`src/rtl/lr_writeback_sched_if.sv`:
```
// Handshake bundle between decode, the long-latency units, the register file and the scoreboard.
interface lr_writeback_sched_if #(
   parameter int XLEN = 64
);
   logic            issue_valid;
   logic            issue_unit;
   logic [4:0]      issue_rd;
   logic            issue_ready;
   logic            id_valid;
   logic [4:0]      id_rs1;
   logic [4:0]      id_rs2;
   logic            sb_stall;
   logic            md_done_valid;
   logic [4:0]      md_done_rd;
   logic [XLEN-1:0] md_done_data;
   logic            md_done_ready;
   logic            lsu_done_valid;
   logic [4:0]      lsu_done_rd;
   logic [XLEN-1:0] lsu_done_data;
   logic            lsu_done_ready;
   logic            pipe_wb_busy;
   logic            wb_valid;
   logic [4:0]      wb_rd;
   logic [XLEN-1:0] wb_data;
   logic [31:0]     reg_write_bitmap;

   modport master (
      output issue_valid, issue_unit, issue_rd, id_valid, id_rs1, id_rs2,
      output md_done_valid, md_done_rd, md_done_data,
      output lsu_done_valid, lsu_done_rd, lsu_done_data, pipe_wb_busy,
      input  issue_ready, sb_stall, md_done_ready, lsu_done_ready,
      input  wb_valid, wb_rd, wb_data, reg_write_bitmap
   );

   modport slave (
      input  issue_valid, issue_unit, issue_rd, id_valid, id_rs1, id_rs2,
      input  md_done_valid, md_done_rd, md_done_data,
      input  lsu_done_valid, lsu_done_rd, lsu_done_data, pipe_wb_busy,
      output issue_ready, sb_stall, md_done_ready, lsu_done_ready,
      output wb_valid, wb_rd, wb_data, reg_write_bitmap
   );
endinterface

```
`src/rtl/lr_writeback_sched.sv`:
```
// Scoreboard + long-latency writeback arbiter; SB_ROUND_ROBIN_EN gives round-robin, otherwise lsu beats muldiv.
// Issue->pending and grant->wb take 1 cycle; done_ready yields to pipe_wb_busy, issue_ready drops on pending rd or full unit.
module lr_writeback_sched #(
   parameter int XLEN        = 64,
   parameter int OUTSTANDING = 2
) (
   input  logic                 clk,
   input  logic                 rst,
   lr_writeback_sched_if.slave  sb
);
   localparam int              CW      = $clog2(OUTSTANDING + 1);
   localparam logic [CW-1:0]   MAX_CNT = CW'(OUTSTANDING);

   logic [31:0]     pending;
   logic [31:0]     pending_nxt;
   logic [CW-1:0]   md_cnt;
   logic [CW-1:0]   lsu_cnt;
   logic            wb_valid_q;
   logic [4:0]      wb_rd_q;
   logic [XLEN-1:0] wb_data_q;
   logic            arb_en;
   logic            unit_has_room;
   logic            issue_fire;
   logic            grant_md;
   logic            grant_lsu;

   assign arb_en        = ~rst & ~sb.pipe_wb_busy;
   assign unit_has_room = sb.issue_unit ? (lsu_cnt < MAX_CNT) : (md_cnt < MAX_CNT);
   assign sb.issue_ready = ~rst & ~pending[sb.issue_rd] & unit_has_room;
   assign issue_fire    = sb.issue_valid & sb.issue_ready;
   assign sb.sb_stall   = sb.id_valid & (pending[sb.id_rs1] | pending[sb.id_rs2]);

   assign sb.reg_write_bitmap = pending;
   assign sb.md_done_ready    = grant_md;
   assign sb.lsu_done_ready   = grant_lsu;
   assign sb.wb_valid         = wb_valid_q;
   assign sb.wb_rd            = wb_rd_q;
   assign sb.wb_data          = wb_data_q;

`ifdef SB_ROUND_ROBIN_EN
   logic rr_ptr;

   always_comb begin
      grant_md  = 1'b0;
      grant_lsu = 1'b0;
      if (arb_en) begin
         if (sb.md_done_valid & sb.lsu_done_valid) begin
            grant_md  = ~rr_ptr;
            grant_lsu = rr_ptr;
         end else begin
            grant_md  = sb.md_done_valid;
            grant_lsu = sb.lsu_done_valid;
         end
      end
   end

   always_ff @(posedge clk) begin
      if (rst) begin
         rr_ptr <= 1'b0;
      end else if (grant_md) begin
         rr_ptr <= 1'b1;
      end else if (grant_lsu) begin
         rr_ptr <= 1'b0;
      end
   end
`else
   assign grant_lsu = arb_en & sb.lsu_done_valid;
   assign grant_md  = arb_en & sb.md_done_valid & ~sb.lsu_done_valid;
`endif

   // The bit being written back stays set through the wb cycle, so a same-rd issue is refused there.
   always_comb begin
      pending_nxt = pending;
      if (wb_valid_q) begin
         pending_nxt[wb_rd_q] = 1'b0;
      end
      if (issue_fire) begin
         pending_nxt[sb.issue_rd] = 1'b1;
      end
      pending_nxt[0] = 1'b0;
   end

   always_ff @(posedge clk) begin
      if (rst) begin
         pending    <= '0;
         md_cnt     <= '0;
         lsu_cnt    <= '0;
         wb_valid_q <= 1'b0;
         wb_rd_q    <= '0;
         wb_data_q  <= '0;
      end else begin
         pending <= pending_nxt;
         md_cnt  <= md_cnt + CW'(issue_fire & ~sb.issue_unit) - CW'(grant_md);
         lsu_cnt <= lsu_cnt + CW'(issue_fire & sb.issue_unit) - CW'(grant_lsu);
         if (grant_lsu) begin
            wb_valid_q <= |sb.lsu_done_rd;
            wb_rd_q    <= sb.lsu_done_rd;
            wb_data_q  <= sb.lsu_done_data;
         end else if (grant_md) begin
            wb_valid_q <= |sb.md_done_rd;
            wb_rd_q    <= sb.md_done_rd;
            wb_data_q  <= sb.md_done_data;
         end else begin
            wb_valid_q <= 1'b0;
         end
      end
   end
endmodule

```
`src/flat_wrapper.sv`:
```
// flat-port wrapper written by rule: the top's interface ports become plain ports
module lr_writeback_sched_flat 
#(
   parameter int XLEN        = 64,
   parameter int OUTSTANDING = 2
)
  (clk, rst, sb_issue_valid, sb_issue_unit, sb_issue_rd, sb_id_valid, sb_id_rs1, sb_id_rs2, sb_md_done_valid, sb_md_done_rd, sb_md_done_data, sb_lsu_done_valid, sb_lsu_done_rd, sb_lsu_done_data, sb_pipe_wb_busy, sb_issue_ready, sb_sb_stall, sb_md_done_ready, sb_lsu_done_ready, sb_wb_valid, sb_wb_rd, sb_wb_data, sb_reg_write_bitmap);
  lr_writeback_sched_if #(.XLEN(XLEN)) sb_i ();
  input  logic clk;
  input  logic rst;
  input wire logic [$bits(sb_i.issue_valid)-1:0] sb_issue_valid;
  input wire logic [$bits(sb_i.issue_unit)-1:0] sb_issue_unit;
  input wire logic [$bits(sb_i.issue_rd)-1:0] sb_issue_rd;
  input wire logic [$bits(sb_i.id_valid)-1:0] sb_id_valid;
  input wire logic [$bits(sb_i.id_rs1)-1:0] sb_id_rs1;
  input wire logic [$bits(sb_i.id_rs2)-1:0] sb_id_rs2;
  input wire logic [$bits(sb_i.md_done_valid)-1:0] sb_md_done_valid;
  input wire logic [$bits(sb_i.md_done_rd)-1:0] sb_md_done_rd;
  input wire logic [$bits(sb_i.md_done_data)-1:0] sb_md_done_data;
  input wire logic [$bits(sb_i.lsu_done_valid)-1:0] sb_lsu_done_valid;
  input wire logic [$bits(sb_i.lsu_done_rd)-1:0] sb_lsu_done_rd;
  input wire logic [$bits(sb_i.lsu_done_data)-1:0] sb_lsu_done_data;
  input wire logic [$bits(sb_i.pipe_wb_busy)-1:0] sb_pipe_wb_busy;
  output wire logic [$bits(sb_i.issue_ready)-1:0] sb_issue_ready;
  output wire logic [$bits(sb_i.sb_stall)-1:0] sb_sb_stall;
  output wire logic [$bits(sb_i.md_done_ready)-1:0] sb_md_done_ready;
  output wire logic [$bits(sb_i.lsu_done_ready)-1:0] sb_lsu_done_ready;
  output wire logic [$bits(sb_i.wb_valid)-1:0] sb_wb_valid;
  output wire logic [$bits(sb_i.wb_rd)-1:0] sb_wb_rd;
  output wire logic [$bits(sb_i.wb_data)-1:0] sb_wb_data;
  output wire logic [$bits(sb_i.reg_write_bitmap)-1:0] sb_reg_write_bitmap;
  assign sb_i.issue_valid = sb_issue_valid;
  assign sb_i.issue_unit = sb_issue_unit;
  assign sb_i.issue_rd = sb_issue_rd;
  assign sb_i.id_valid = sb_id_valid;
  assign sb_i.id_rs1 = sb_id_rs1;
  assign sb_i.id_rs2 = sb_id_rs2;
  assign sb_i.md_done_valid = sb_md_done_valid;
  assign sb_i.md_done_rd = sb_md_done_rd;
  assign sb_i.md_done_data = sb_md_done_data;
  assign sb_i.lsu_done_valid = sb_lsu_done_valid;
  assign sb_i.lsu_done_rd = sb_lsu_done_rd;
  assign sb_i.lsu_done_data = sb_lsu_done_data;
  assign sb_i.pipe_wb_busy = sb_pipe_wb_busy;
  assign sb_issue_ready = sb_i.issue_ready;
  assign sb_sb_stall = sb_i.sb_stall;
  assign sb_md_done_ready = sb_i.md_done_ready;
  assign sb_lsu_done_ready = sb_i.lsu_done_ready;
  assign sb_wb_valid = sb_i.wb_valid;
  assign sb_wb_rd = sb_i.wb_rd;
  assign sb_wb_data = sb_i.wb_data;
  assign sb_reg_write_bitmap = sb_i.reg_write_bitmap;
  lr_writeback_sched #(.XLEN(XLEN), .OUTSTANDING(OUTSTANDING)) u_core (.clk(clk), .rst(rst), .sb(sb_i));
endmodule
```
`config.mk`:
```
export PLATFORM = sky130hd
export DESIGN_NAME = lr_writeback_sched_flat
export DESIGN_NICKNAME = d
export VERILOG_FILES = /design/src/rtl/lr_writeback_sched_if.sv /design/src/rtl/lr_writeback_sched.sv /design/src/flat_wrapper.sv
export SDC_FILE = /design/constraint.sdc
export NUM_CORES = 1
export LEC_CHECK = 0
export ABC_AREA = 1
export ABC_CLOCK_PERIOD_IN_PS = 2180
export CORE_ASPECT_RATIO = 0.8
export CORE_MARGIN = 3
export CORE_UTILIZATION = 38
export CTS_BUF_LIST = sky130_fd_sc_hd__clkbuf_16
export CTS_CLUSTER_DIAMETER = 200
export DETAILED_ROUTE_END_ITERATION = 10
export HOLD_SLACK_MARGIN = 0.03
export PLACE_DENSITY = 0.77
export SLEW_MARGIN = 10
export SYNTH_ARGS = -nofsm -noshare
export SYNTH_HDL_FRONTEND = slang
export SYNTH_SLANG_ARGS = --single-unit
```
`constraint.sdc`:
```
create_clock -name clk -period 2.18 [get_ports clk]
set_clock_uncertainty 0.15 [all_clocks]
set_input_delay 0.327 -clock clk [delete_from_list [all_inputs] [get_ports clk]]
set_output_delay 0.327 -clock clk [all_outputs]
set_load 0.1 [all_outputs]
```
==> run summary, run 1 <==
result of the run = completed
DRC violation count after routing = 0
switching part of the total = 35.7%
Synth Instances = 907
overall die width = 144 um
share of the cycle needed by the critical path after routing = 99.9%
initial antenna violation count = 1
worst min-delay path category = reg2reg
leakage power figure = 3.96 nW
total power density per cell area = 559 nW/um^2
initial cell density of the core = 39.8%
final-report setup violation count = 0
CTS H-tree depth = 3
Synth Flop Type = dfxtp_1
share of total power in the clock network = 29.7%
unrepaired setup endpoints after global routing = true
total global-route track usage = 25.9%
portion of total power attributed to sequential cells = 38.9%
gr ovfl total = 0
clock buffer count from CTS = 9
sequential share of the synthesized area = 36.1%
ratio of cells with drive above 1 in the final layout = 23.5%
total number of placement rows = 39
count of vias placed by the detailed router = 7121
number of iterations in the first detailed-routing pass = 5
Setup Crit Path Kind = in2out
Hold Slack = 313 ps
Root Buffer Master = clkbuf_16
Top Ports = 267
drt initial violations = 615
CP Data Required Time = 1700 ps
top fanout value on the critical path = 5
arrival time at the worst endpoint = 1700 ps
die height = 117 um
count of pins over their slew limit = 0
# nets final = 1363
area inside the core boundary = 14600 um^2
clk sink count = 105
maximum ir drop on the vdd rail = 0.399 mV
total detailed-routing wirelength = 22700 um
logic gate share of total power = 31.4%
DP HPWL = 17400 um
ordered list of cells on the worst path = dlygate4sd2_1 > inv_2 > buf_4 > nor3_2 > nand2_1 > nand3_2 > nor2_4 > buf_8 > buf_12
endpoint class of the critical path = output port
Mapped Avg Cell Area = 6.42 um^2
Post-DRT Antenna Nets = 0
Crit path buffers/inverters = 5
Die Footprint = 16900 um^2
Ys Warns = 0
clock edge transition at the registers on the reported setup and hold paths = 70 ps
number of enable flip-flop cells after synthesis = 0
Cell variety after synth = 37
placed cell count = 1361
insertion delay of the later-clocked pin in the worst-skew pair = 350 ps
highest cell delay on the worst timing path = 340 ps
NetSw = 0.00187 W
maximum count of clock buffers along a single path = 2
Mapped Area = 5830 um^2
Top Family by Delay on Critical Path = buffers and inverters
via count of the first global-routing pass = 6522
largest net degree at the start of global routing = 62
depth of the worst hold-timing path = 2
layout filler cell count = 1324
Seq cells post-synth = 105
clock tree from TritonCTS = yes
first-pass GRT wire length = 34200 um
post-layout min period = 2180 ps
# port buffers = 265
drt via density = 5.13
cell with the biggest individual delay on the critical path = dlygate4sd2_1
total count of hold-check failures in the final report = 0
post-cts hold buffer count = 0
worst r2r path cells = 15
type of element launching the critical path = input pin
Final GP Congestion = 0.927
synthesis-to-layout area growth = 60.7%
Synth Net Count = 1072
transition time at the pin with the least slew margin = 653 ps
Rel. slew slack = 56.5%
max-capacitance violation count = 0
mean routed wirelength per cell = 16.4 um
non-filler cells, final = 1388
internal power = 0.00337 W
fraction of registers with async set or reset after synthesis = 0%
highest clock frequency the design can meet = 459 MHz
logic depth of the worst setup path including buffers = 9
-- sequential cells by signal (all words and copies together), names as in the netlist --
signal,flops
u_core.lsu_cnt,2
u_core.md_cnt,2
u_core.sb.reg_write_bitmap,31
u_core.sb.wb_data,64
u_core.sb.wb_rd,5
u_core.sb.wb_valid,1
-- power groups by stage --
| stage | Clock (W) | Combinational [W] | Sequential [W] |
|---|---|---|---|
| CTS | 0.00159 | 0.00162 | 0.00204 |
| global placement | 0 | 0.00159 | 0.00209 |
| floorplan | 0 | 0.000471 | 0.00259 |
| global route | 0.00166 | 0.00174 | 0.00205 |
| finish | 0.00156 | 0.00164 | 0.00204 |
| detailed placement | 0 | 0.00160 | 0.00209 |
-- what timing repair did --
item,in CTS,in global routing
hold endpoints to repair,0,0
pin swaps,13,22
cloned,1,0
setup endpoints to repair,27,8
gates resized for setup,56,35
buffers inserted,6,4
-- cells in the mapped netlist (3+ instances only) --
cell,count,area [um^2]
ha_1,4,50.1
inv_1,51,191
nand3_2,9,90.1
buf_4,3,22.5
clkbuf_1,31,116
buf_2,13,65.1
o21ai_0,110,551
nor2_1,187,702
nand3_1,64,320
o21ai_1,17,85.1
nand2_1,141,529
buf_6,5,56.3
o211ai_1,8,60.1
dfxtp_1,105,2100
a21oi_1,123,616
nor3_1,8,40.0
-- through the flow --
step	setup slack (ps)	util (%)	setup TNS, ps	area (um^2)	power (W)
detailed placement	-583	60.4	-14620	8840	0.00369
floorplan	-177	-	-455	5920	0.00306
CTS	-20.5	63.2	-30.3	9250	0.00526
global route	-89.4	64.0	-299	9360	0.00545
global placement	-515	60.4	-13660	8840	0.00368
finish	1.93	64.0	0	9360	0.00524
-- cell families after synthesis --
| family | count (synthesis) | synth area share (%) |
|---|---|---|
| flops | 105 | 36.1 |
| buf+inv | 112 | 8.96 |
| other cells | 1 | 0.0644 |
| xor+xnor | 2 | 0.301 |
| simple gates | 422 | 30.8 |
| compound gates | 261 | 22.9 |
| fa+ha+maj | 4 | 0.859 |
-- path summary, 6_finish.rpt --
kind | start | endpoint | slack, ps
setup reg to reg | u_core.sb.reg_write_bitmap[25] | u_core.md_cnt[1] | 60
hold / removal | u_core.sb.wb_data[63] | u_core.sb.wb_data[63] | 310
setup / recovery | sb_issue_rd[2] | sb_issue_ready | 2
hold reg to reg | u_core.sb.wb_data[63] | u_core.sb.wb_data[63] | 310
-- worst reg2reg max path: stages, from the launching register on --
cell	delay [ps]
dfxtp_2	340
inv_4	70
buf_4	110
nor2_1	30
a21oi_1	110
nand2_1	60
nand2_1	70
nand3_2	90
nor2_4	150
buf_6	110
nand2_4	60
nor2_4	110
ha_4	150
xor2_2	160
nand2_1	60
nor3b_2	150
-- routing by layer --
| layer | up-vias | GRT usage [%] | share of wire, % |
|---|---|---|---|
| li1 | 3585 | - | - |
| met1 | 3216 | 34.1 | 43 |
| met2 | 298 | 41.0 | 46 |
| met3 | 22 | 8.06 | 10 |
| met4 | 0 | 7.89 | 1.5 |
| met5 | - | 0 | 0 |
-- area by class of cell --
class	instances	area [um^2]	area share, %
inverters	55	215	2.30
flip-flops and latches	105	2160	23.1
clock buffers	9	225	2.41
clock inverters	7	52.6	0.561
repair buffers	337	3130	33.5
well taps	184	230	2.46
multi-input cells	690	3340	35.7
diodes	1	2.50	0.0267
-- placed cells by master (no fill, tap or decap), types with 2 or more instances in the layout --
| master | instances |
|---|---|
| inv_6 | 4 |
| buf_2 | 2 |
| dfxtp_4 | 9 |
| dfxtp_2 | 22 |
| ha_1 | 2 |
| a21oi_1 | 120 |
| buf_6 | 10 |
| dfxtp_1 | 74 |
| nand2_4 | 2 |
| inv_2 | 7 |
| o21ai_0 | 98 |
| nand3_1 | 64 |
| clkdlybuf4s50_1 | 147 |
| nand2_1 | 131 |
| buf_12 | 14 |
| dlygate4sd2_1 | 6 |
| a21oi_2 | 4 |
| clkdlybuf4s15_2 | 2 |
| nor2_1 | 180 |
| nand4_1 | 2 |
| clkbuf_16 | 9 |
| o21ai_1 | 28 |
| nor3_1 | 4 |
| nand3_2 | 9 |
| inv_1 | 47 |
| nor2_4 | 8 |
| nand2_2 | 11 |
| nor3_2 | 4 |
| o211ai_1 | 8 |
| nor2_2 | 2 |
| buf_4 | 152 |
No activity file was read; power rests on OpenSTA's default activity.
==> run 2, diff against run 1 <==
--- a/config.mk
+++ b/config.mk
@@ -8,7 +8,6 @@
 export ABC_AREA = 1
 export ABC_CLOCK_PERIOD_IN_PS = 2180
 export CORE_ASPECT_RATIO = 0.8
-export CORE_MARGIN = 3
 export CORE_UTILIZATION = 38
 export CTS_BUF_LIST = sky130_fd_sc_hd__clkbuf_16
 export CTS_CLUSTER_DIAMETER = 200
==> run 2 against run 1 <==
Compared with the run above:
- via count up 2.2%
- clock-buffer cell count stayed put
- clock power rose by 8%
- critical path depth rose by 2
- first-iteration DRC count is 11% lower
- worst hold slack better by 0.71 ps
- routed wire length decreased by 5.1%
- non-clock buffer count grew 6
- core utilization decreased by 0.87 points
- sequential share of layout area is 0.084 points lower
- die area decreased by 6.1%
- largest cell class unchanged
==> run summary, run 2 (synthesis results as in run 1) <==
result of the run = completed
Top Family by Delay on Critical Path = buffers and inverters
R2R setup slack = 80 ps
largest net degree at the start of global routing = 55
internal power = 0.00349 W
CP most frequent cell = nand2_1
switching part of the total = 34.9%
flip-flop count of the largest register, all copies and words added = 64
# nets final = 1370
Rel. slew slack = 60.7%
leading cell type in the layout, fill and taps excluded = nor2_1
ordered list of cells on the worst path = dlygate4sd2_1 > inv_2 > nor3_1 > buf_4 > nand2_1 > nand2_1 > nor2_2 > nand2_2 > nor2_4 > buf_6 > buf_12
clk sink count = 105
total number of placement rows = 40
type of element launching the critical path = input pin
clock buffer count from CTS = 9
share of the cycle needed by the critical path after routing = 99.4%
total power density per cell area = 565 nW/um^2
placed inst area = 8870 um^2
total count of hold-check failures in the final report = 0
total global-route track usage = 27.0%
highest cell delay on the worst timing path = 310 ps
area inside the core boundary = 15000 um^2
CTS H-tree depth = 3
max-capacitance violation count = 0
highest-count cells in the layout ignoring fill and taps = nor2_1, buf_4, clkdlybuf4s50_1
logic gate share of total power = 30.7%
total detailed-routing wirelength = 21500 um
drt via density = 5.20
highest clock frequency the design can meet = 461 MHz
Crit path buffers/inverters = 5
unrepaired setup endpoints after global routing = true
number of iterations in the first detailed-routing pass = 5
first-pass GRT wire length = 33700 um
CP Data Required Time = 1700 ps
initial cell density of the core = 38.8%
NetSw = 0.00187 W
DP Worst Slack = -571 ps
insertion delay of the later-clocked pin in the worst-skew pair = 350 ps
via count of the first global-routing pass = 6606
arrival time at the worst endpoint = 1690 ps
Setup Crit Path Kind = in2out
Final GP Congestion = 0.929
leakage power figure = 4.00 nW
clock tree from TritonCTS = yes
post-layout min period = 2170 ps
die height = 113 um
clock edge transition at the registers on the reported setup and hold paths = 70 ps
cell with the biggest individual delay on the critical path = dlygate4sd2_1
worst min-delay path category = reg2reg
endpoint class of the critical path = output port
post-cts hold buffer count = 0
overall die width = 140 um
DRC violation count after routing = 0
maximum ir drop on the vdd rail = 0.345 mV
count of vias placed by the detailed router = 7279
Root Buffer Master = clkbuf_16
drt initial violations = 549
final core area utilization = 63.1%
placed cell count = 1367
final-report setup violation count = 0
# port buffers = 265
count of pins over their slew limit = 0
synthesis-to-layout area growth = 62.6%
share of total power in the clock network = 31.4%
min setup slack post-route = 12.6 ps
top fanout value on the critical path = 5
ratio of cells with drive above 1 in the final layout = 24.4%
portion of total power attributed to sequential cells = 37.9%
non-filler cells, final = 1399
gr ovfl total = 0
final std cell area, no fill = 9470 um^2
Die Footprint = 15800 um^2
transition time at the pin with the least slew margin = 590 ps
mean routed wirelength per cell = 15.4 um
maximum count of clock buffers along a single path = 2
initial antenna violation count = 1
Post-DRT Antenna Nets = 0
DP HPWL = 15900 um
Top Ports = 267
run 2: per-stage QoR:
step | TNS [ps] | hold WS, ps | total power (W)
finish | 0 | 314 | 0.00535
CTS | 0 | 316 | 0.00537
global route | -232 | 329 | 0.00559
global placement | -11650 | 300 | 0.00368
floorplan | -455 | 324 | 0.00306
detailed placement | -12590 | 305 | 0.00369
run 2: layer usage:
layer  vias to the layer above  global-route usage (%)  routed length [um]  share of wire (%)
li1                       3597                       -                   -                  -
met5                         -                       0                   0                  0
met3                        40                    7.19                2060                9.5
met4                         0                    9.38                 519                2.4
met1                      3296                    35.2                9110                 42
met2                       346                    43.2                9860                 46
run 2: power by group through the flow:
stage / logic (W) / clock network (W) / registers [W]
final: 0.00164 / 0.00168 / 0.00203
after CTS: 0.00162 / 0.00172 / 0.00203
after floorplan: 0.000471 / 0 / 0.00259
after global placement: 0.00159 / 0 / 0.00209
after global routing: 0.00174 / 0.00181 / 0.00204
after detailed placement: 0.00159 / 0 / 0.00209
run 2: final timing paths:
check,from,to,depth (start not counted)
max,sb_issue_rd[4],sb_issue_ready,11
min,u_core.sb.wb_data[32],u_core.sb.wb_data[32],2
max reg2reg,u_core.sb.reg_write_bitmap[6],u_core.lsu_cnt[1],13
min reg2reg,u_core.sb.wb_data[32],u_core.sb.wb_data[32],2
run 2: layout make-up:
cell class                      instances  area, um^2
Timing Repair Buffer                  343        3190
Multi-Input combinational cell        690        3340
Timing Repair inverter                  1        3.75
Clock inverter                          6        77.6
Sequential cell                       105        2180
Fill cell                            1359        5540
Clock buffer                            9         225
Inverter                               55         215
Tap cell                              189         236
Antenna cell                            1        2.50
run 2: repair_timing:
item	CTS	global route
buffers inserted	13	3
gates resized for setup	62	42
pin swaps	13	22
gates cloned	2	0
setup endpoints to repair	13	5
run 2: tightest hold or removal path: cells and delay by family (launching register included):
kind,cells,cell delay (ps)
flops,1,310
compound gates,1,50
simple gates,1,60
==> run 3, diff against run 2 <==
--- a/config.mk
+++ b/config.mk
@@ -13,7 +13,7 @@
 export CTS_CLUSTER_DIAMETER = 200
 export DETAILED_ROUTE_END_ITERATION = 10
 export HOLD_SLACK_MARGIN = 0.03
-export PLACE_DENSITY = 0.77
+export PLACE_DENSITY = 0.76
 export SLEW_MARGIN = 10
 export SYNTH_ARGS = -nofsm -noshare
 export SYNTH_HDL_FRONTEND = slang
==> run 3 against run 2 <==
Compared with the run above:
- worst hold slack better by 2.0 ps
- critical endpoint is now sb_sb_stall
- the run now ends with setup timing left
- sequential power hardly changed
- core utilization decreased by 2.3 points
- clock power rose by 3%
- routed wire length decreased by 2.0%
- combinational power fell by 4%
- clock-buffer cell count did not move
- worst setup slack lost 41 ps
==> run summary, run 3 (synthesis results as in run 1) <==
result of the run = finished, violations left
violations in the final reports = setup timing
Setup Crit Path Kind = reg2out
ordered list of cells on the worst path = inv_1 > nor2_1 > a21oi_1 > o21ai_0 > nand3_1 > nand2_1 > nand2_1 > nand2_1 > nor2_2 > nor2_4 > buf_12
# nets final = 1351
cell with the biggest individual delay on the critical path = dfxtp_2
DRC violation count after routing = 0
initial cell density of the core = 38.8%
Fin Setup TNS = -27.9 ps
drt via density = 5.12
post-layout min period = 2210 ps
count of pins over their slew limit = 0
Top Ports = 267
CTS H-tree depth = 3
maximum ir drop on the vdd rail = 0.498 mV
overall power after layout = 0.00536 W
highest-count cells in the layout ignoring fill and taps = nor2_1, buf_4, clkdlybuf4s50_1
insertion delay of the later-clocked pin in the worst-skew pair = 350 ps
Die Footprint = 15800 um^2
via count of the first global-routing pass = 6234
area inside the core boundary = 15000 um^2
maximum count of clock buffers along a single path = 2
type of element launching the critical path = flip-flop
total power density per cell area = 587 nW/um^2
gr ovfl total = 0
count of vias placed by the detailed router = 7070
top fanout value on the critical path = 4
arrival time at the worst endpoint = 1730 ps
mean routed wirelength per cell = 15.3 um
footprint of the multi-input gates = 3280 um^2
flip-flop count of the largest register, all copies and words added = 64
Crit path buffers/inverters = 2
clock buffer count from CTS = 9
ratio of cells with drive above 1 in the final layout = 21.8%
total global-route track usage = 26.3%
CP Data Required Time = 1700 ps
# port buffers = 265
final core area utilization = 60.8%
synthesis-to-layout area growth = 56.8%
transition time at the pin with the least slew margin = 574 ps
die height = 113 um
CP most frequent cell = nand2_1
endpoint class of the critical path = output port
Final GP Congestion = 0.942
highest cell delay on the worst timing path = 390 ps
total detailed-routing wirelength = 21100 um
Rel. slew slack = 61.7%
leading cell type in the layout, fill and taps excluded = nor2_1
clock edge transition at the registers on the reported setup and hold paths = 70 ps
initial antenna violation count = 1
share of the cycle needed by the critical path after routing = 101%
clock tree from TritonCTS = yes
first-pass GRT wire length = 32700 um
unrepaired setup endpoints after global routing = true
total number of placement rows = 40
final-report setup violation count = 1
worst min-delay path category = reg2reg
number of iterations in the first detailed-routing pass = 6
largest net degree at the start of global routing = 65
Post-DRT Antenna Nets = 0
DP HPWL = 15600 um
DP Worst Slack = -531 ps
overall die width = 140 um
layout filler cell count = 1423
max-capacitance violation count = 0
leakage power figure = 3.88 nW
Top Family by Delay on Critical Path = simple AND/OR/NAND/NOR gates
Root Buffer Master = clkbuf_16
Storage cell area = 2150 um^2
highest clock frequency the design can meet = 453 MHz
drt initial violations = 554
clk sink count = 105
total count of hold-check failures in the final report = 0
min setup slack post-route = -27.9 ps
run 3: path summary, 6_finish.rpt:
kind | start | to | slack (ps) | cells after the start
hold reg to reg | u_core.sb.wb_data[0] | u_core.sb.wb_data[0] | 320 | 2
setup / recovery | u_core.sb.reg_write_bitmap[20] | sb_sb_stall | -30 | 11
hold / removal | u_core.sb.wb_data[0] | u_core.sb.wb_data[0] | 320 | 2
setup reg to reg | u_core.sb.reg_write_bitmap[19] | u_core.lsu_cnt[1] | 70 | 16
run 3: power breakdown:
group | internal (W) | switching [W] | total (W)
registers | 0.00199 | 0.0000526 | 0.00204
clock network | 0.000999 | 0.000731 | 0.00173
logic | 0.000564 | 0.00102 | 0.00158
run 3: cell type report:
class                   instances  share of cell area, %
diodes                          1                 0.0274
clock buffers                   9                   2.47
clock inverters                 6                  0.931
inverters                      55                   2.36
multi-input cells             690                   35.9
flip-flops and latches        105                   23.6
well taps                     189                   2.59
repair buffers                325                   32.2
run 3: worst reg2reg max path: stages (launching register included):
cell	delay, ps
dfxtp_2	370
nand2_1	80
nand2_1	50
nand2_1	50
nand2_1	60
nand2_1	50
nand2_1	60
nor2_2	90
nand2_2	70
nor2_4	120
buf_6	120
nand2_4	60
nor2_4	90
ha_2	180
xor2_1	180
nand2_1	60
nor3b_1	130
run 3: routing by layer:
metal,share of wire [%],wire length [um],vias to the layer above,track usage (%)
met5,0,0,-,0
met4,2.0,416,0,8.79
met3,10,2190,31,7.32
met2,45,9570,350,40.8
met1,42,8940,3131,35.1
li1,-,-,3558,-
run 3: stage by stage:
step	cell area (um^2)	hold slack, ps	instances
final	9140	316	1380
after CTS	9090	317	1378
after floorplan	5920	324	907
after detailed placement	8720	305	1358
after global placement	8720	302	1358
after global routing	9140	332	1380
run 3: repair_timing:
item                       CTS  global route
cloned                       1             0
pin swaps                    7            12
resized for setup           40            23
hold buffers                 0             0
setup endpoints to repair   11             4
buffers inserted             5             1
==> RTL change 1 (config.mk and constraints of run 1) <==
`XLEN` is set to 64 in 3 places; all go to 32.
--- a/src/rtl/lr_writeback_sched_if.sv
+++ b/src/rtl/lr_writeback_sched_if.sv
@@ -1,6 +1,6 @@
 // Handshake bundle between decode, the long-latency units, the register file and the scoreboard.
 interface lr_writeback_sched_if #(
-   parameter int XLEN = 64
+   parameter int XLEN = 32
 );
    logic            issue_valid;
    logic            issue_unit;
--- a/src/rtl/lr_writeback_sched.sv
+++ b/src/rtl/lr_writeback_sched.sv
@@ -1,7 +1,7 @@
 // Scoreboard + long-latency writeback arbiter; SB_ROUND_ROBIN_EN gives round-robin, otherwise lsu beats muldiv.
 // Issue->pending and grant->wb take 1 cycle; done_ready yields to pipe_wb_busy, issue_ready drops on pending rd or full unit.
 module lr_writeback_sched #(
-   parameter int XLEN        = 64,
+   parameter int XLEN        = 32,
    parameter int OUTSTANDING = 2
 ) (
    input  logic                 clk,
--- a/src/flat_wrapper.sv
+++ b/src/flat_wrapper.sv
@@ -1,7 +1,7 @@
 // flat-port wrapper written by rule: the top's interface ports become plain ports
 module lr_writeback_sched_flat 
 #(
-   parameter int XLEN        = 64,
+   parameter int XLEN        = 32,
    parameter int OUTSTANDING = 2
 )
   (clk, rst, sb_issue_valid, sb_issue_unit, sb_issue_rd, sb_id_valid, sb_id_rs1, sb_id_rs2, sb_md_done_valid, sb_md_done_rd, sb_md_done_data, sb_lsu_done_valid, sb_lsu_done_rd, sb_lsu_done_data, sb_pipe_wb_busy, sb_issue_ready, sb_sb_stall, sb_md_done_ready, sb_lsu_done_ready, sb_wb_valid, sb_wb_rd, sb_wb_data, sb_reg_write_bitmap);
Ports: changed (resized sb_lsu_done_data, sb_md_done_data and sb_wb_data); port bits go from 267 to 171. No check against the original RTL was run, so the function may have changed too.
==> RTL change 1 against run 1 <==
Sequential cell count down 32. Total power down 28%. Final cell count down 26%. Via count down 24%. Area after synthesis down 25%. Routed wire length down 29%. Clock power down 17%. Worst hold slack worse by 0.014 ns. Sequential power down 31%. Design area down 28%. Count of clock-buffer cells in the layout unchanged. Worst setup slack better by 0.019 ns. First-iteration DRC count down 4.7%. Non-clock buffer count down 120. Largest cell class unchanged. Largest power group unchanged.
==> RTL change 1: results (changes against run 1) <==
[status]
status = finished clean

[placed_design]
numPlacedInstances = 1016  ; -25%
port_buffers = 169  ; -36%
place_congestion = 0.977  ; +5.4%
place_ws_ns = -0.495  ; +0.0885 ns
dp_hpwl_um = 12200  ; -30%
post_dp_cell_area_um2 = 6410  ; -28%

[synth]
synth_common_cells = nor2_1 (124), nand2_1 (108), o21ai_0 (94)
synth_cell_types = 33  ; -11%
syn_nets = 797  ; -26%
synth_seq_area_share_pct = 33.3  ; -2.8 points
synth_edf_count = 0  ; unchanged
syn_inst = 696  ; -23%
ys.flop_type = dfxtp_1
yosysWarnings = 0  ; unchanged
synth_area_leaders = dfxtp_1 (33%), o21ai_0 (11%), nor2_1 (11%)

[cells_and_area]
nFillCells = 1022  ; -23%
drive_above_1_share_pct = 24.7  ; +1.2 points
diodes = 0  ; -1
largest_register_ffs = 32  ; -50%
layout.nets = 985  ; -28%

[worst_setup_path]
crit_arrival_ns = 1.68  ; -0.02 ns
cp_slowest_cell = dlygate4sd2_1
path_delay_family = buffers and inverters
slowest_delay_ns = 0.28  ; -0.06 ns
path_max_fanout = 3  ; -2

[global_route]
grt_max_degree = 41  ; -34%
grt_use_total_pct = 23.9  ; -2.0 points
grt_pass1_vias = 4769  ; -27%
grt_pass1_wl_um = 24700  ; -28%
antenna_found_initial = 0  ; -1

[clock_tree]
htreeDepth = 3  ; unchanged
numCtsBuffers = 9  ; unchanged
max-clock-path-buffers = 2  ; unchanged
clockRootBuffer = clkbuf_16
path_clk_slew_ns = 0.05  ; -0.02 ns

[routing]
vias = 5385  ; -24%
wirelength_um = 16200  ; -29%
drt_iter0_drc = 586  ; -4.7%
drc = 0  ; unchanged
dr.pass1.iters = 5  ; unchanged
wl_per_cell_um = 15.7  ; -4.1%

[power_and_ir_drop]
irDropWorstVdd_mv = 0.437  ; +9.5%
leakagePower_nw = 2.84  ; -28%

[worst_hold_path]
hold_path_class = in2reg

RTL change 1: changes by cell type after synthesis, sizes merged, moves of 6 or more:
cell           run 1  this run
nand2            145       110
clkbuf            32        26
nor2             190       126
o21ai            127        96
dfxtp            105        73
buf               25        14
a21oi            124        91
RTL change 1: repair_timing:
action | CTS | global route
gates cloned | 0 | 0
gates resized for setup | 36 | 28
buffers inserted | 1 | 0
endpoints found under the setup margin | 32 | 6
pin swaps | 4 | 8
RTL change 1: logic make-up after synthesis:
kind of cell    count (synthesis)  share of synthesized area, %
simple gates                  324                          32.1
other cells                     1                        0.0853
xor+xnor                        2                         0.399
fa+ha+maj                       4                          1.14
buf+inv                        95                          9.48
compound gates                197                          23.5
flops                          73                          33.3
RTL change 1: tightest hold or removal path: stages:
cell	delay (ns)
buf_2	0.11
inv_1	0.06
buf_4	0.14
o21ai_0	0.06
a21oi_1	0.04
RTL change 1: power by group:
group / internal (W) / total [W] / switching (W)
sequential: 0.00138 / 0.00141 / 0.0000357
clock: 0.000747 / 0.00129 / 0.000547
combinational: 0.000381 / 0.00108 / 0.000702
RTL change 1: final timing paths:
kind / startpoint / cells past startpoint / to / slack [ns]
worst max-delay path: sb_issue_rd[2] / 11 / sb_issue_ready / 0.02
worst min-delay path: rst / 5 / u_core.md_cnt[1] / 0.30
worst max register to register: u_core.sb.reg_write_bitmap[19] / 16 / u_core.lsu_cnt[1] / 0.16
worst min register to register: u_core.md_cnt[1] / 1 / u_core.md_cnt[1] / 0.30
RTL change 1: cell type report:
class / count / area [µm²] / share of cell area (%)
multi-input cells: 528 / 2630 / 39.0
clock buffers: 9 / 225 / 3.34
inverters: 55 / 213 / 3.16
well taps: 144 / 180 / 2.67
clock inverters: 7 / 31.3 / 0.464
flip-flops and latches: 73 / 1520 / 22.5
repair buffers: 217 / 1950 / 28.9
RTL change 1: metal layers:
layer  vias to the layer above  wire [µm]  GRT usage (%)
li1                       2691          -              -
met1                      2412       6680           31.0
met2                       243       7600           38.4
met3                        39       1560           7.05
met4                         0        363           8.57
met5                         -          0              0
RTL change 1: through the flow:
step | hold WS [ns] | TNS [ns]
after floorplan | 0.272 | -0.330
after global placement | 0.292 | -12.22
after detailed placement | 0.295 | -13.69
after CTS | 0.291 | 0
after global routing | 0.324 | -0.180
final | 0.299 | 0
==> RTL change 2 (settings of run 1) <==
Without the edit above. `pending` no longer has a reset.
--- a/src/rtl/lr_writeback_sched.sv
+++ b/src/rtl/lr_writeback_sched.sv
@@ -82,14 +82,12 @@
 
    always_ff @(posedge clk) begin
       if (rst) begin
-         pending    <= '0;
          md_cnt     <= '0;
          lsu_cnt    <= '0;
          wb_valid_q <= 1'b0;
          wb_rd_q    <= '0;
          wb_data_q  <= '0;
       end else begin
-         pending <= pending_nxt;
          md_cnt  <= md_cnt + CW'(issue_fire & ~sb.issue_unit) - CW'(grant_md);
          lsu_cnt <= lsu_cnt + CW'(issue_fire & sb.issue_unit) - CW'(grant_lsu);
          if (grant_lsu) begin
@@ -105,5 +103,9 @@
          end
       end
    end
+
+   always_ff @(posedge clk) begin
+      pending <= pending_nxt;
+   end
 endmodule
 
Check against the original RTL: differs if rst is asserted again (counterexample within 4 cycles, from zero or initial values and one cycle with rst high); with rst held inactive, the same outputs for 4 cycles.
==> RTL change 2 against run 1 <==
The flow now finishes with violations (negative setup slack). Design area down 0.19%. Area after synthesis about the same. Sequential cell count unchanged. Total power up 17%. Routed wire length up 3.5%. Clock power about the same. First-iteration DRC count down 8.5%. Worst setup slack worse by 0.0087 ns. Highest routed layer unchanged.
==> RTL change 2: results (changes against run 1) <==
[synth]
synth_seq_area_share_pct = 36.1  ; about the same
synth_top_family_by_area = simple AND/OR/NAND/NOR gates
ys.flop_type = dfxtp_1
synth_xor_area_share_pct = 0.301  ; about the same
synthArstFlopShare_pct = 0  ; unchanged
synth_cell_types = 30  ; -19%
syn_nets = 1096  ; +2.2%
synthMuxAreaShare_pct = 0  ; unchanged
synth_area_leaders = dfxtp_1 (36%), nand2_1 (14%), nor2_1 (12%)
synth_compound_area_share_pct = 16.0  ; -6.9 points
synth_common_cells = nand2_1 (220), nor2_1 (187), o21ai_0 (106)
yosysWarnings = 0  ; unchanged
synth_area_per_cell_um2 = 6.26  ; -2.5%
synth_fa_ha_area_share_pct = 0.859  ; about the same

[clock_tree]
numCtsBuffers = 9  ; unchanged
clk_latency_ns = 0.34
max-clock-path-buffers = 2  ; unchanged
clockRootBuffer = clkbuf_16
path_clk_slew_ns = 0.07  ; about the same
htreeDepth = 3  ; unchanged

[timing]
hold_slack_ns = 0.316  ; +0.00323 ns
finalSetupViolations = 1  ; +1
fin_setup_tns_ns = -0.00673  ; -0.00673 ns
fin_ws_ns = -0.00673  ; -0.00866 ns

[power_and_ir_drop]
internal-power_w = 0.00360  ; +6.8%
leakagePower_nw = 4.17  ; +5.4%
irDropWorstVdd_mv = 0.432  ; +8.3%

[placed_design]
port_buffers = 265  ; unchanged
post_dp_cell_area_um2 = 8790  ; -0.57%
place_congestion = 0.959  ; +3.4%
dp_hpwl_um = 18100  ; +3.6%
numPlacedInstances = 1384  ; +1.7%

[worst_setup_path]
r2r_start = u_core.sb.reg_write_bitmap[8]
reg2reg_to = u_core.lsu_cnt[1]
crit_arrival_ns = 1.71
rr_worst_depth = 16  ; +1
worst-r2r-setup-slack_ns = 0.11  ; +0.05 ns
path_max_fanout = 5  ; unchanged

[status]
status = complete, but fails checks
violations = negative setup slack

[cells_and_area]
drive_above_1_share_pct = 23.7  ; +0.13 points
diodes = 0  ; -1
largest_register_ffs = 64  ; unchanged
fin_cells = 1410  ; +1.6%

[worst_hold_path]
hold_end = u_core.sb.wb_data[19]
hold_depth = 2  ; unchanged
min-delay-start = u_core.sb.wb_data[19]
hold_path_class = reg2reg

[global_route]
grt_pass1_vias = 6581  ; +0.90%
antenna_found_initial = 0  ; -1
grt_use_total_pct = 26.8  ; +0.89 points
grt_pass1_wl_um = 35600  ; +4.1%
grt_max_degree = 50  ; -19%

[routing]
dr.pass1.iters = 5  ; unchanged
drt_iter0_drc = 563  ; -8.5%
wirelength_um = 23500  ; +3.5%
vias = 7284  ; +2.3%

[floorplan]
die_area_um2 = 16900  ; about the same

[RTL change 2: cell count changes after synthesis, sizes merged, moves of 2 or more]
| cell | run 1 | this run |
|---|---|---|
| nand2 | 145 | 223 |
| a21oi | 124 | 73 |
| nand3 | 73 | 99 |
| o21ai | 127 | 106 |
| clkbuf | 32 | 24 |
| o211ai | 8 | 1 |
| buf | 25 | 29 |
| inv | 54 | 56 |
| nor2 | 190 | 192 |
| nor3b | 2 | 0 |
[RTL change 2: cells by family (layout without fill, tap and decap cells)]
group	after synthesis	after routing
AND/OR/NAND/NOR	527	527
AO/OA/AOI/OAI	183	183
buffers and inverters	109	404
flip-flops	105	105
adder cells (fa/ha/maj)	4	4
XOR/XNOR	2	2
other	1	1
[RTL change 2: layer usage]
metal / wire length (µm) / track usage, %
met1: 10000 / 35.4
met2: 10900 / 43.4
met3: 2110 / 8.00
met4: 461 / 6.77
met5: 0 / 0
[RTL change 2: power groups by stage]
stage / Clock [W] / Sequential [W] / Combinational [W]
finish: 0.00156 / 0.00224 / 0.00234
global route: 0.00168 / 0.00225 / 0.00247
CTS: 0.00160 / 0.00222 / 0.00229
detailed placement: 0 / 0.00227 / 0.00227
global placement: 0 / 0.00227 / 0.00226
floorplan: 0 / 0.00314 / 0.000595
[RTL change 2: what timing repair did]
| item | 4_1_cts | 5_1_grt |
|---|---|---|
| setup endpoints to repair | 21 | 4 |
| setup buffers | 2 | 7 |
| pin swaps | 4 | 29 |
| resized for setup | 45 | 51 |
| cloned | 0 | 1 |
[RTL change 2: final cells by class]
type                    instances  area, µm²
fillers                      1378       5290
multi-input cells             717       3400
repair buffers                332       3050
flip-flops and latches        105       2180
well taps                     184        230
clock buffers                   9        225
inverters                      56        213
clock inverters                 7       53.8
[RTL change 2: worst max-delay path by stage]
stage                                  end                      startpoint
after CTS                   sb_issue_ready  u_core.sb.reg_write_bitmap[18]
after floorplan           u_core.md_cnt[1]                             rst
after global routing        sb_issue_ready   u_core.sb.reg_write_bitmap[8]
after global placement    u_core.md_cnt[1]                  sb_issue_rd[0]
final                       sb_issue_ready                  sb_issue_rd[2]
after detailed placement  u_core.md_cnt[1]                  sb_issue_rd[0]
[RTL change 2: critical path: stages]
cell and delay, ns:
clkdlybuf4s15_1 0.32, inv_2 0.17, nor3_1 0.06, buf_4 0.15, a21oi_1 0.17, nand2_2 0.08
nor2_4 0.13, buf_6 0.13, buf_12 0.16
[RTL change 2: stage by stage]
step	power [W]	util, %	worst slack [ns]
2_1_floorplan	0.00373	-	-0.0866
3_3_place_gp	0.00452	60.1	-0.528
3_5_place_dp	0.00454	60.1	-0.608
4_1_cts	0.00611	62.4	0.00276
5_1_grt	0.00639	63.8	-0.0736
6_report	0.00613	63.8	-0.00673
